`src/rtl/ultrasonic_ranger_if.sv`:
```
// Signal bundle between the ultrasonic ranger and its surroundings
// (sensor pins plus the decision outputs feeding the PWM driver).
//   ECHO        sensor echo, asynchronous, driven by the sensor side
//   TRIG        sensor trigger pulse
//   DRIVER      2-bit command: 00 stop, 01 forward, 10 left, 11 right
//   ECHO_TICKS  last completed echo width in 10 us ticks
//   VALID       one-cycle pulse per completed measurement
//   FAULT       last measurement saw no echo
// master = the ranger, slave = sensor / consumer side.
`timescale 1ns/1ps
interface ultrasonic_ranger_if;
    logic        ECHO;
    logic        TRIG;
    logic [1:0]  DRIVER;
    logic [11:0] ECHO_TICKS;
    logic        VALID;
    logic        FAULT;

    modport master (
        input  ECHO,
        output TRIG, DRIVER, ECHO_TICKS, VALID, FAULT
    );

    modport slave (
        output ECHO,
        input  TRIG, DRIVER, ECHO_TICKS, VALID, FAULT
    );
endinterface

```
`src/rtl/ultrasonic_ranger.sv`:
```
// Front ultrasonic ranger: fires the sensor trigger every PERIOD ticks,
// measures the echo width in ticks, classifies the distance (near / mid /
// far) and, once CONFIRM identical classifications arrive in a row, drives
// the command for the PWM driver. Obstacle episodes alternate turning
// left and right.
// Ports:
//   CLK  10 us tick clock
//   RST  synchronous reset, active-high
//   bus  ultrasonic_ranger_if.master (ECHO in; TRIG, DRIVER, ECHO_TICKS,
//        VALID, FAULT out)
`timescale 1ns/1ps
module ultrasonic_ranger #(
    parameter int PERIOD       = 6000,
    parameter int TRIG_LEN     = 2,
    parameter int RISE_TIMEOUT = 3000,
    parameter int ECHO_MAX     = 2320,
    parameter int STOP_TICKS   = 116,
    parameter int TURN_TICKS   = 290,
    parameter int CONFIRM      = 2
) (
    input  logic                CLK,
    input  logic                RST,
    ultrasonic_ranger_if.master bus
);

    localparam int CW = $clog2(CONFIRM + 1);

    localparam logic [12:0]   PERIOD_SAT  = 13'(PERIOD);
    localparam logic [12:0]   PERIOD_LAST = 13'(PERIOD - 1);
    localparam logic [11:0]   TRIG_LEN_T  = 12'(TRIG_LEN);
    localparam logic [11:0]   RISE_LAST   = 12'(RISE_TIMEOUT - 1);
    localparam logic [11:0]   ECHO_LAST   = 12'(ECHO_MAX - 1);
    localparam logic [11:0]   ECHO_SAT    = 12'(ECHO_MAX);
    localparam logic [11:0]   STOP_T      = 12'(STOP_TICKS);
    localparam logic [11:0]   TURN_T      = 12'(TURN_TICKS);
    localparam logic [CW-1:0] CONFIRM_N   = CW'(CONFIRM);

    localparam logic [1:0] DRV_STOP  = 2'b00;
    localparam logic [1:0] DRV_FWD   = 2'b01;
    localparam logic [1:0] DRV_LEFT  = 2'b10;
    localparam logic [1:0] DRV_RIGHT = 2'b11;

    typedef enum logic [2:0] {
        ST_TRIG, ST_WAIT_RISE, ST_MEASURE, ST_DECIDE, ST_WAIT_PERIOD
    } state_t;

    typedef enum logic [1:0] {CLS_NEAR, CLS_MID, CLS_FAR} cls_t;

    function automatic cls_t classify(input logic fault, input logic [11:0] ticks);
        if (fault || ticks < STOP_T) return CLS_NEAR;
        if (ticks < TURN_T)          return CLS_MID;
        return CLS_FAR;
    endfunction

    // Saturating run-length of identical classifications.
    function automatic logic [CW-1:0] confirm_next(input logic same, input logic [CW-1:0] cur);
        if (!same)             return CW'(1);
        if (cur >= CONFIRM_N)  return CONFIRM_N;
        return cur + CW'(1);
    endfunction

    // dir = 0 means the next obstacle episode turns left.
    function automatic logic [1:0] command(input cls_t cls, input logic dir);
        case (cls)
            CLS_FAR: return DRV_FWD;
            CLS_MID: return dir ? DRV_RIGHT : DRV_LEFT;
            default: return DRV_STOP;
        endcase
    endfunction

    state_t        state_q, state_d;
    logic [12:0]   period_q, period_d;
    logic [11:0]   tick_q, tick_d;       // trigger length, rise timeout or echo width, by state
    logic          echo_p0, echo_p1, echo_p2;
    logic          trig_q, trig_d;
    logic          valid_q, valid_d;
    logic          fault_q, fault_d;
    logic [1:0]    driver_q, driver_d;
    logic [11:0]   ticks_q, ticks_d;
    logic [CW-1:0] confirm_q, confirm_d;
    cls_t          prev_cls_q, prev_cls_d;
    logic          dir_q, dir_d;

    logic          done;
    logic          res_fault;
    logic [11:0]   res_ticks;
    cls_t          cls;
    logic [1:0]    code;
    logic          rise;

    // echo_p1 is the synchronized echo; echo_p2 is its previous value.
    assign rise = echo_p1 & ~echo_p2;

    always_comb begin
        state_d    = state_q;
        tick_d     = tick_q;
        period_d   = (period_q >= PERIOD_SAT) ? PERIOD_SAT : period_q + 13'd1;
        trig_d     = 1'b0;
        valid_d    = 1'b0;
        fault_d    = fault_q;
        driver_d   = driver_q;
        ticks_d    = ticks_q;
        confirm_d  = confirm_q;
        prev_cls_d = prev_cls_q;
        dir_d      = dir_q;
        done       = 1'b0;
        res_fault  = 1'b0;
        res_ticks  = '0;
        cls        = CLS_NEAR;
        code       = DRV_STOP;

        case (state_q)
            ST_TRIG: begin
                if (tick_q < TRIG_LEN_T) begin
                    trig_d = 1'b1;
                    tick_d = tick_q + 12'd1;
                end else begin
                    state_d = ST_WAIT_RISE;
                    tick_d  = '0;
                end
            end
            ST_WAIT_RISE: begin
                if (rise) begin
                    // The cycle that reveals the edge is already the first high tick.
                    state_d = ST_MEASURE;
                    tick_d  = 12'd1;
                end else if (tick_q == RISE_LAST) begin
                    done      = 1'b1;
                    res_fault = 1'b1;
                end else begin
                    tick_d = tick_q + 12'd1;
                end
            end
            ST_MEASURE: begin
                if (!echo_p1) begin
                    done      = 1'b1;
                    res_ticks = tick_q;
                end else if (tick_q == ECHO_LAST) begin
                    done      = 1'b1;
                    res_ticks = ECHO_SAT;
                end else begin
                    tick_d = tick_q + 12'd1;
                end
            end
            ST_DECIDE: begin
                state_d = ST_WAIT_PERIOD;
            end
            ST_WAIT_PERIOD: begin
                // Leaving here on the edge the counter reaches PERIOD keeps
                // trigger starts exactly PERIOD ticks apart.
                if (period_q >= PERIOD_LAST) begin
                    state_d  = ST_TRIG;
                    period_d = '0;
                    tick_d   = '0;
                end
            end
            default: state_d = ST_TRIG;
        endcase

        // Results are registered on the edge into DECIDE so VALID, ECHO_TICKS
        // and DRIVER all change together.
        if (done) begin
            state_d    = ST_DECIDE;
            valid_d    = 1'b1;
            fault_d    = res_fault;
            ticks_d    = res_fault ? 12'd0 : res_ticks;
            cls        = classify(res_fault, res_ticks);
            confirm_d  = confirm_next((confirm_q != '0) && (cls == prev_cls_q), confirm_q);
            prev_cls_d = cls;
            if (confirm_d == CONFIRM_N) begin
                code = command(cls, dir_q);
                if (driver_q[1] && !code[1]) dir_d = ~dir_q;
                driver_d = code;
            end
        end
    end

    always_ff @(posedge CLK) begin
        if (RST) begin
            state_q    <= ST_TRIG;
            period_q   <= '0;
            tick_q     <= '0;
            echo_p0    <= 1'b0;
            echo_p1    <= 1'b0;
            echo_p2    <= 1'b0;
            trig_q     <= 1'b0;
            valid_q    <= 1'b0;
            fault_q    <= 1'b0;
            driver_q   <= DRV_STOP;
            ticks_q    <= '0;
            confirm_q  <= '0;
            prev_cls_q <= CLS_NEAR;
            dir_q      <= 1'b0;
        end else begin
            state_q    <= state_d;
            period_q   <= period_d;
            tick_q     <= tick_d;
            echo_p0    <= bus.ECHO;
            echo_p1    <= echo_p0;
            echo_p2    <= echo_p1;
            trig_q     <= trig_d;
            valid_q    <= valid_d;
            fault_q    <= fault_d;
            driver_q   <= driver_d;
            ticks_q    <= ticks_d;
            confirm_q  <= confirm_d;
            prev_cls_q <= prev_cls_d;
            dir_q      <= dir_d;
        end
    end

    assign bus.TRIG       = trig_q;
    assign bus.VALID      = valid_q;
    assign bus.FAULT      = fault_q;
    assign bus.DRIVER     = driver_q;
    assign bus.ECHO_TICKS = ticks_q;

endmodule

```
`src/flat_wrapper.sv`:
```
// flat-port wrapper written by rule: the top's interface ports become plain ports
module ultrasonic_ranger_flat 
#(
    parameter int PERIOD       = 6000,
    parameter int TRIG_LEN     = 2,
    parameter int RISE_TIMEOUT = 3000,
    parameter int ECHO_MAX     = 2320,
    parameter int STOP_TICKS   = 116,
    parameter int TURN_TICKS   = 290,
    parameter int CONFIRM      = 2
)
  (CLK, RST, bus_ECHO, bus_TRIG, bus_DRIVER, bus_ECHO_TICKS, bus_VALID, bus_FAULT);
  ultrasonic_ranger_if bus_i ();
  input  logic CLK;
  input  logic RST;
  input wire logic [$bits(bus_i.ECHO)-1:0] bus_ECHO;
  output wire logic [$bits(bus_i.TRIG)-1:0] bus_TRIG;
  output wire logic [$bits(bus_i.DRIVER)-1:0] bus_DRIVER;
  output wire logic [$bits(bus_i.ECHO_TICKS)-1:0] bus_ECHO_TICKS;
  output wire logic [$bits(bus_i.VALID)-1:0] bus_VALID;
  output wire logic [$bits(bus_i.FAULT)-1:0] bus_FAULT;
  assign bus_i.ECHO = bus_ECHO;
  assign bus_TRIG = bus_i.TRIG;
  assign bus_DRIVER = bus_i.DRIVER;
  assign bus_ECHO_TICKS = bus_i.ECHO_TICKS;
  assign bus_VALID = bus_i.VALID;
  assign bus_FAULT = bus_i.FAULT;
  ultrasonic_ranger #(.PERIOD(PERIOD), .TRIG_LEN(TRIG_LEN), .RISE_TIMEOUT(RISE_TIMEOUT), .ECHO_MAX(ECHO_MAX), .STOP_TICKS(STOP_TICKS), .TURN_TICKS(TURN_TICKS), .CONFIRM(CONFIRM)) u_core (.CLK(CLK), .RST(RST), .bus(bus_i));
endmodule
```
`config.mk`:
```
export PLATFORM = sky130hd
export DESIGN_NAME = ultrasonic_ranger_flat
export DESIGN_NICKNAME = d
export VERILOG_FILES = /design/src/rtl/ultrasonic_ranger_if.sv /design/src/rtl/ultrasonic_ranger.sv /design/src/flat_wrapper.sv
export SDC_FILE = /design/constraint.sdc
export NUM_CORES = 1
export LEC_CHECK = 0
export CAP_MARGIN = 40
export CORE_AREA = 2 2 79 81
export CTS_CLUSTER_DIAMETER = 100
export CTS_CLUSTER_SIZE = 24
export DETAILED_ROUTE_END_ITERATION = 6
export DIE_AREA = 0 0 81 83
export SKIP_LAST_GASP = 1
export SYNTH_ARGS = -nofsm -noshare
export SYNTH_HDL_FRONTEND = slang
export SYNTH_SLANG_ARGS = --single-unit
```
`constraint.sdc`:
```
create_clock -name CLK -period 3.37 [get_ports CLK]
set_clock_uncertainty 0.05 [all_clocks]
set_input_delay 0.5055 -clock CLK [delete_from_list [all_inputs] [get_ports CLK]]
set_output_delay 0.5055 -clock CLK [all_outputs]
set_load 0.05 [all_outputs]
```
== After elaboration in Yosys (flattened, before gate mapping) ==
Index checks and enable logic that the tools add are counted.

* Add/subtract/negate cells: 3
* Magnitude comparators: 6
* Equal/unequal tests: 20
* Muxes and demuxes: 51
* Bitwise logic cells: 5
* Reduce and logical (&&, ||, !) cells: 14

{| class="wikitable"
|+ Operators with widths
! operator !! count
|-
| $mux W12 || 10
|-
| $pmux W12 S4 || 1
|-
| $mux W13 || 3
|-
| $ge A13 B13 Y1 const B || 2
|-
| $mux W2 || 13
|-
| $eq A12 B12 Y1 const B || 2
|-
| $mux W1 || 18
|-
| $pmux W3 S5 || 1
|-
| $add A13 B1 Y13 const B || 1
|-
| $add A12 B1 Y12 const B || 1
|-
| $lt A12 B2 Y1 const B || 1
|-
| $lt A12 B7 Y1 const B || 1
|-
| $lt A12 B9 Y1 const B || 1
|-
| $mux W3 || 3
|-
| $ne A2 B1 Y1 const B || 4
|-
| $reduce_and A4 Y1 || 2
|-
| $eq A3 B2 Y1 const B || 2
|-
| $ne A3 B1 Y1 const B || 2
|-
| $ne A3 B2 Y1 const B || 2
|-
| $reduce_and A5 Y1 || 1
|-
| $eq A2 B2 Y1 const B || 2
|-
| $ne A2 B2 Y1 const B || 2
|-
| $not A1 Y1 || 4
|-
| $pmux W2 S2 || 1
|-
| other kinds (17) || 19
|}

* Register bits: 53
* Logic and storage cells: 114

== Depth between registers and ports, before layout ==
* Depth after elaboration: 28
* Depth in mapped cells: 9
* Depth with buffers taken out: 7

== Worst setup path before layout ==
Ideal clock, no wire load.

* Kind: reg-to-reg
* Start: register u_core.tick_q[4]
* End: register u_core.dir_q
* Arrival time: 2219 ps
* Required time: 3199 ps
* Setup slack: 980 ps
* Stages on the path, launching flop included: 8
* Clock period less this slack: 2390 ps
* Path through: dfxtp_1 > buf_6 > or4_4 > o41ai_4 > nand3b_1 > and2_4 > o2111ai_2 > mux2_4

* Word-level cells in the longest chain between the ends: 19
* Elaborated cells on any way between the ends: 38
* Classes of those cells: order compare (2); eq/ne (6); mux (25); reduce/logical (5)

{| class="wikitable"
|+ RTL lines
! item !! RTL line !! RTL
|-
| start: declaration || ultrasonic_ranger.sv:73 || <nowiki>logic [11:0] tick_q, tick_d;</nowiki>
|-
| start signal: assignment || ultrasonic_ranger.sv:197 || <nowiki>tick_q <= tick_d;</nowiki>
|-
| $eq A12 B12 Y1 || ultrasonic_ranger.sv:138 || <nowiki>end else if (tick_q == ECHO_LAST) begin</nowiki>
|-
| $mux W12 || ultrasonic_ranger.sv:138 ||
|-
| $mux W12 || ultrasonic_ranger.sv:135 || <nowiki>if (!echo_p1) begin</nowiki>
|-
| $mux W12 || ultrasonic_ranger.sv:112 || <nowiki>case (state_q)</nowiki>
|-
| $lt A12 B9 Y1 || ultrasonic_ranger.sv:51 || <nowiki>if (ticks < TURN_T) return CLS_MID;</nowiki>
|-
| $mux W1 (2 in series) || ultrasonic_ranger.sv:51 ||
|-
| $mux W1 || ultrasonic_ranger.sv:162 || <nowiki>if (done) begin</nowiki>
|-
| $mux W2 || ultrasonic_ranger.sv:52 || <nowiki>return CLS_FAR;</nowiki>
|-
| [2 not listed] || -- ||
|-
| $eq A2 B2 Y1 || ultrasonic_ranger.sv:168 || <nowiki>confirm_d = confirm_next((confirm_q != '0) && (cls == prev_cls_q), confirm_q);</nowiki>
|-
| $logic_and A1 B1 Y1 || ultrasonic_ranger.sv:168 ||
|-
| $mux W1 || ultrasonic_ranger.sv:57 || <nowiki>if (!same) return CW'(1);</nowiki>
|-
| $mux W1 || ultrasonic_ranger.sv:162 ||
|-
| $mux W2 || ultrasonic_ranger.sv:58 || <nowiki>if (cur >= CONFIRM_N) return CONFIRM_N;</nowiki>
|-
| $mux W2 || ultrasonic_ranger.sv:162 ||
|-
| $eq A2 B2 Y1 || ultrasonic_ranger.sv:170 || <nowiki>if (confirm_d == CONFIRM_N) begin</nowiki>
|-
| $reduce_and A3 Y1 (no source line) * || -- ||
|-
| end signal: assignment || ultrasonic_ranger.sv:208 || <nowiki>dir_q <= dir_d;</nowiki>
|-
| end: declaration || ultrasonic_ranger.sv:82 || <nowiki>logic dir_q, dir_d;</nowiki>
|}

Every way passes the cells marked *; elsewhere a longest branch is shown, timed or not. The select of a mux whose other input is x is not followed.
A chain may end at the register's enable or synchronous reset.

== Worst setup path in the final report ==
* Start: register u_core.tick_q[1]
* End: register u_core.ticks_q[10], in the netlist u_core.bus.ECHO_TICKS[10]

* Word-level cells in the longest chain between the ends: 5
* Elaborated cells on any way between the ends: 9
* Classes of those cells: eq/ne (2); mux (7)

{| class="wikitable"
|+ RTL lines
! item !! RTL line !! RTL
|-
| $eq A12 B12 Y1 || ultrasonic_ranger.sv:127 || <nowiki>end else if (tick_q == RISE_LAST) begin</nowiki>
|-
| $mux W1 || ultrasonic_ranger.sv:127 ||
|-
| $mux W1 || ultrasonic_ranger.sv:123 || <nowiki>if (rise) begin</nowiki>
|-
| $mux W1 || ultrasonic_ranger.sv:112 ||
|-
| $mux W12 || ultrasonic_ranger.sv:166 || <nowiki>ticks_d = res_fault ? 12'd0 : res_ticks;</nowiki>
|-
| end signal: assignment || ultrasonic_ranger.sv:205 || <nowiki>ticks_q <= ticks_d;</nowiki>
|-
| end: declaration || ultrasonic_ranger.sv:79 || <nowiki>logic [11:0] ticks_q, ticks_d;</nowiki>
|}

Several ways; a longest one is shown, not always the timed one.

==> metrics.yaml <==
synthesis:
  syn_area_per_cell_sq_um: 8.56
  ys.flop_type: "dfxtp_1"
  synth_edf_count: 0
  yosysUniqueCellTypes: 62
  synthCells: 309
  synth_area_sq_mm: 0.00265
  syn_nets: 315
  ys_seq_elements: 53
  synth_seq_area_share: 0.401
  yosysWarnings: 0
  ys_async_sr_fraction: 0
grt:
  grt_max_degree: 29
  overflow: 0
  gr-usage-all-layers: 0.184
  grt_pass1_wl_um: 10000
  antenna_found_initial: 0
  grt_pass1_vias: 2166
power_and_ir_drop:
  switching_share: 0.289
  p_sw_mw: 0.399
  seqPwrFrac: 0.508
  powerDensity_mw_per_mm2: 462
  internal_power_mw: 0.981
  vdd_ir_drop_max_uv: 213
  combPwrFrac: 0.165
  power_leakage_nw: 1.01
  total_power_mw: 1.38
  clkPwrFrac: 0.326
routing:
  drtIter0Drc: 118
  drc_errors: 0
  firstDrtPassIters: 4
  vias: 2269
  via_per_inst: 5.73
  routed_wl_um: 5800
  post_drt_wl_per_cell_um: 14.6
  ant_nets: 0
layout:
  num_antenna_cells: 0
  final_cell_mix: "dfxtp_1, nor2_1, a21oi_1, nand2_1, clkdlybuf4s50_1"
  layout.nets: 326
  syn_to_final_growth_pct: 12.8
  final_cells: 396
  layout-drive-gt1-share: 0.0841
  layout_commonest_cell: "dfxtp_1"
cts:
  htree_levels: 2
  cts_setup_buffers: 0
  cts_resized: 0
  clk_path_buf_depth: 2
  numCtsBuffers: 5
  path_clk_slew_ns: 0.09
  cts_num_sinks: 53
  hold_buffers: 0
  clk_latency_ns: 0.31
  cts-root-buf: "clkbuf_8"
  cts_tree: "yes"
floorplanning:
  fp.dieH_um: 83
  dieWidth_um: 81
  io-pin-count: 20
  die-area_sq_mm: 0.00672
  core_area_sq_mm: 0.00582
  start_util: 0.455
  rows: 28
setup_path:
  worstSetupPathType: "reg -> reg"
  cp_data_required_time_ns: 3.53
  max_stage_delay_ns: 0.45
  path_depth: 7
  crit_fanout: 28
  timing.critical_path.buf_inv: 0
  reg2reg_depth: 7
  worstSetupStartpointType: "register"
  crit_arrival_ns: 2.82
  endpoint_kind: "register"
  slowest_stage: "dfxtp_1"
  path_cells: "ha_1 > nand4b_1 > or4_1 > or3_1 > nand2_4 > nor2_1 > a22o_1"
  crit_family: "simple AND/OR/NAND/NOR gates"
place:
  place.gp.congestion: 0.854
  dpl.hpwl_um: 4190
  placed_cells: 388
  io_buffers: 19
timing:
  drv_slew: 0
  fin_crit_sh: 0.789
  setup_violations: 0
  slew_headroom: 0.483
  worst_pin_slew_ns: 0.756
  timing.fmax_mhz: 376
  fin_crit_ns: 2.66
  hold_violations: 0
  grt_setup_unrepaired: "false"
  fin_setup_tns_ns: 0
hold_path:
  hp-class: "reg -> reg"
  holdPathStages: 1
status:
  outcome: "completed"
run:
  max_cap_viol_count: 0
[cell type report]
| cell class | instances | area [sq um] |
|---|---|---|
| fillers | 580 | 2830 |
| flip-flops and latches | 53 | 1060 |
| multi-input cells | 230 | 1470 |
| clock buffers | 6 | 82.6 |
| clock inverters | 2 | 37.5 |
| repair buffers | 22 | 213 |
| inverters | 8 | 30.0 |
| well taps | 75 | 93.8 |
[power groups by stage]
stage	registers [mW]	clock network, mW	logic, mW
global placement	0.713	0	0.231
global route	0.708	0.492	0.256
detailed placement	0.716	0	0.231
finish	0.702	0.450	0.228
CTS	0.701	0.468	0.231
floorplan	0.712	0	0.171
[cells by family (layout without fill, tap and decap cells)]
group / after synthesis / in the layout / share of synthesized area
AO/OA/AOI/OAI: 85 / 85 / 0.231
XOR/XNOR: 10 / 10 / 0.0331
adder cells (fa/ha/maj): 3 / 3 / 0.0142
buffers and inverters: 26 / 38 / 0.0463
flip-flops: 53 / 53 / 0.401
multiplexers: 3 / 3 / 0.0137
AND/OR/NAND/NOR: 129 / 129 / 0.261
[path summary, 6_finish.rpt]
| path | from | endpoint | slack (ns) |
|---|---|---|---|
| worst max-delay path | u_core.tick_q[1] | u_core.bus.ECHO_TICKS[10] | 0.71 |
| worst min-delay path | u_core.echo_p0 | u_core.echo_p1 | 0.41 |
| worst max register to register | u_core.tick_q[1] | u_core.bus.ECHO_TICKS[10] | 0.71 |
| worst min register to register | u_core.echo_p0 | u_core.echo_p1 | 0.41 |
[per-layer routing]
layer | GRT usage | vias up | wire length [um]
met5 | 0 | - | 0
met4 | 0.0647 | 0 | 90
met3 | 0.0402 | 8 | 217
met2 | 0.290 | 46 | 2700
met1 | 0.245 | 1050 | 2790
li1 | - | 1165 | -
[flip-flops by register name, indices dropped and copies added (netlist names)]
signal                 count
u_core.bus.VALID           1
u_core.confirm_q           2
u_core.echo_p2             1
u_core.bus.TRIG            1
u_core.echo_p0             1
u_core.bus.ECHO_TICKS     12
u_core.period_q           13
u_core.prev_cls_q          2
u_core.bus.FAULT           1
u_core.tick_q             12
u_core.dir_q               1
u_core.state_q             3
u_core.bus.DRIVER          2
u_core.echo_p1             1
[synth_stat cells, types with 2 or more instances]
cell type / n / area [sq um]
dfxtp_1: 53 / 1060
a31oi_1: 4 / 25.0
or2_2: 2 / 12.5
clkbuf_1: 12 / 45.0
nand3_1: 14 / 70.1
and2_1: 2 / 12.5
nor3b_1: 2 / 15.0
or4_1: 10 / 75.1
nor2_1: 35 / 131
nand3b_1: 2 / 15.0
ha_1: 3 / 37.5
nor4_1: 4 / 25.0
o22ai_1: 2 / 12.5
nand4b_1: 2 / 17.5
nand2_1: 19 / 71.3
a21oi_1: 29 / 145
and3_1: 7 / 43.8
xnor2_1: 4 / 35.0
o21ai_1: 3 / 15.0
xor2_1: 6 / 52.6
o31ai_1: 9 / 67.6
nor2b_1: 6 / 37.5
o211ai_1: 3 / 22.5
nand4_1: 6 / 37.5
a22o_1: 9 / 78.8
a211o_1: 2 / 17.5
nor3_1: 6 / 30.0
and4_1: 2 / 17.5
o21ai_0: 5 / 25.0
nand2b_1: 4 / 25.0
inv_1: 8 / 30.0
a211oi_1: 3 / 22.5
buf_2: 2 / 10.0
[through the flow]
| step | hold WS (ns) | setup WS [ns] | util | area [sq um] |
|---|---|---|---|---|
| finish | 0.407 | 0.711 | 0.513 | 2990 |
| global placement | 0.366 | 0.821 | 0.493 | 2870 |
| floorplan | 0.364 | 0.980 | - | 2650 |
| global route | 0.426 | 0.530 | 0.513 | 2990 |
| CTS | 0.412 | 0.704 | 0.513 | 2990 |
| detailed placement | 0.395 | 0.716 | 0.493 | 2870 |
[worst register-to-register path: stages, from the launching register on]
cell and delay (ns):
dfxtp_1 0.45, ha_1 0.31, nand4b_1 0.12, or4_1 0.40
or3_1 0.44, nand2_4 0.29, nor2_1 0.22, a22o_1 0.28
Power figures use the tool's default switching activity.
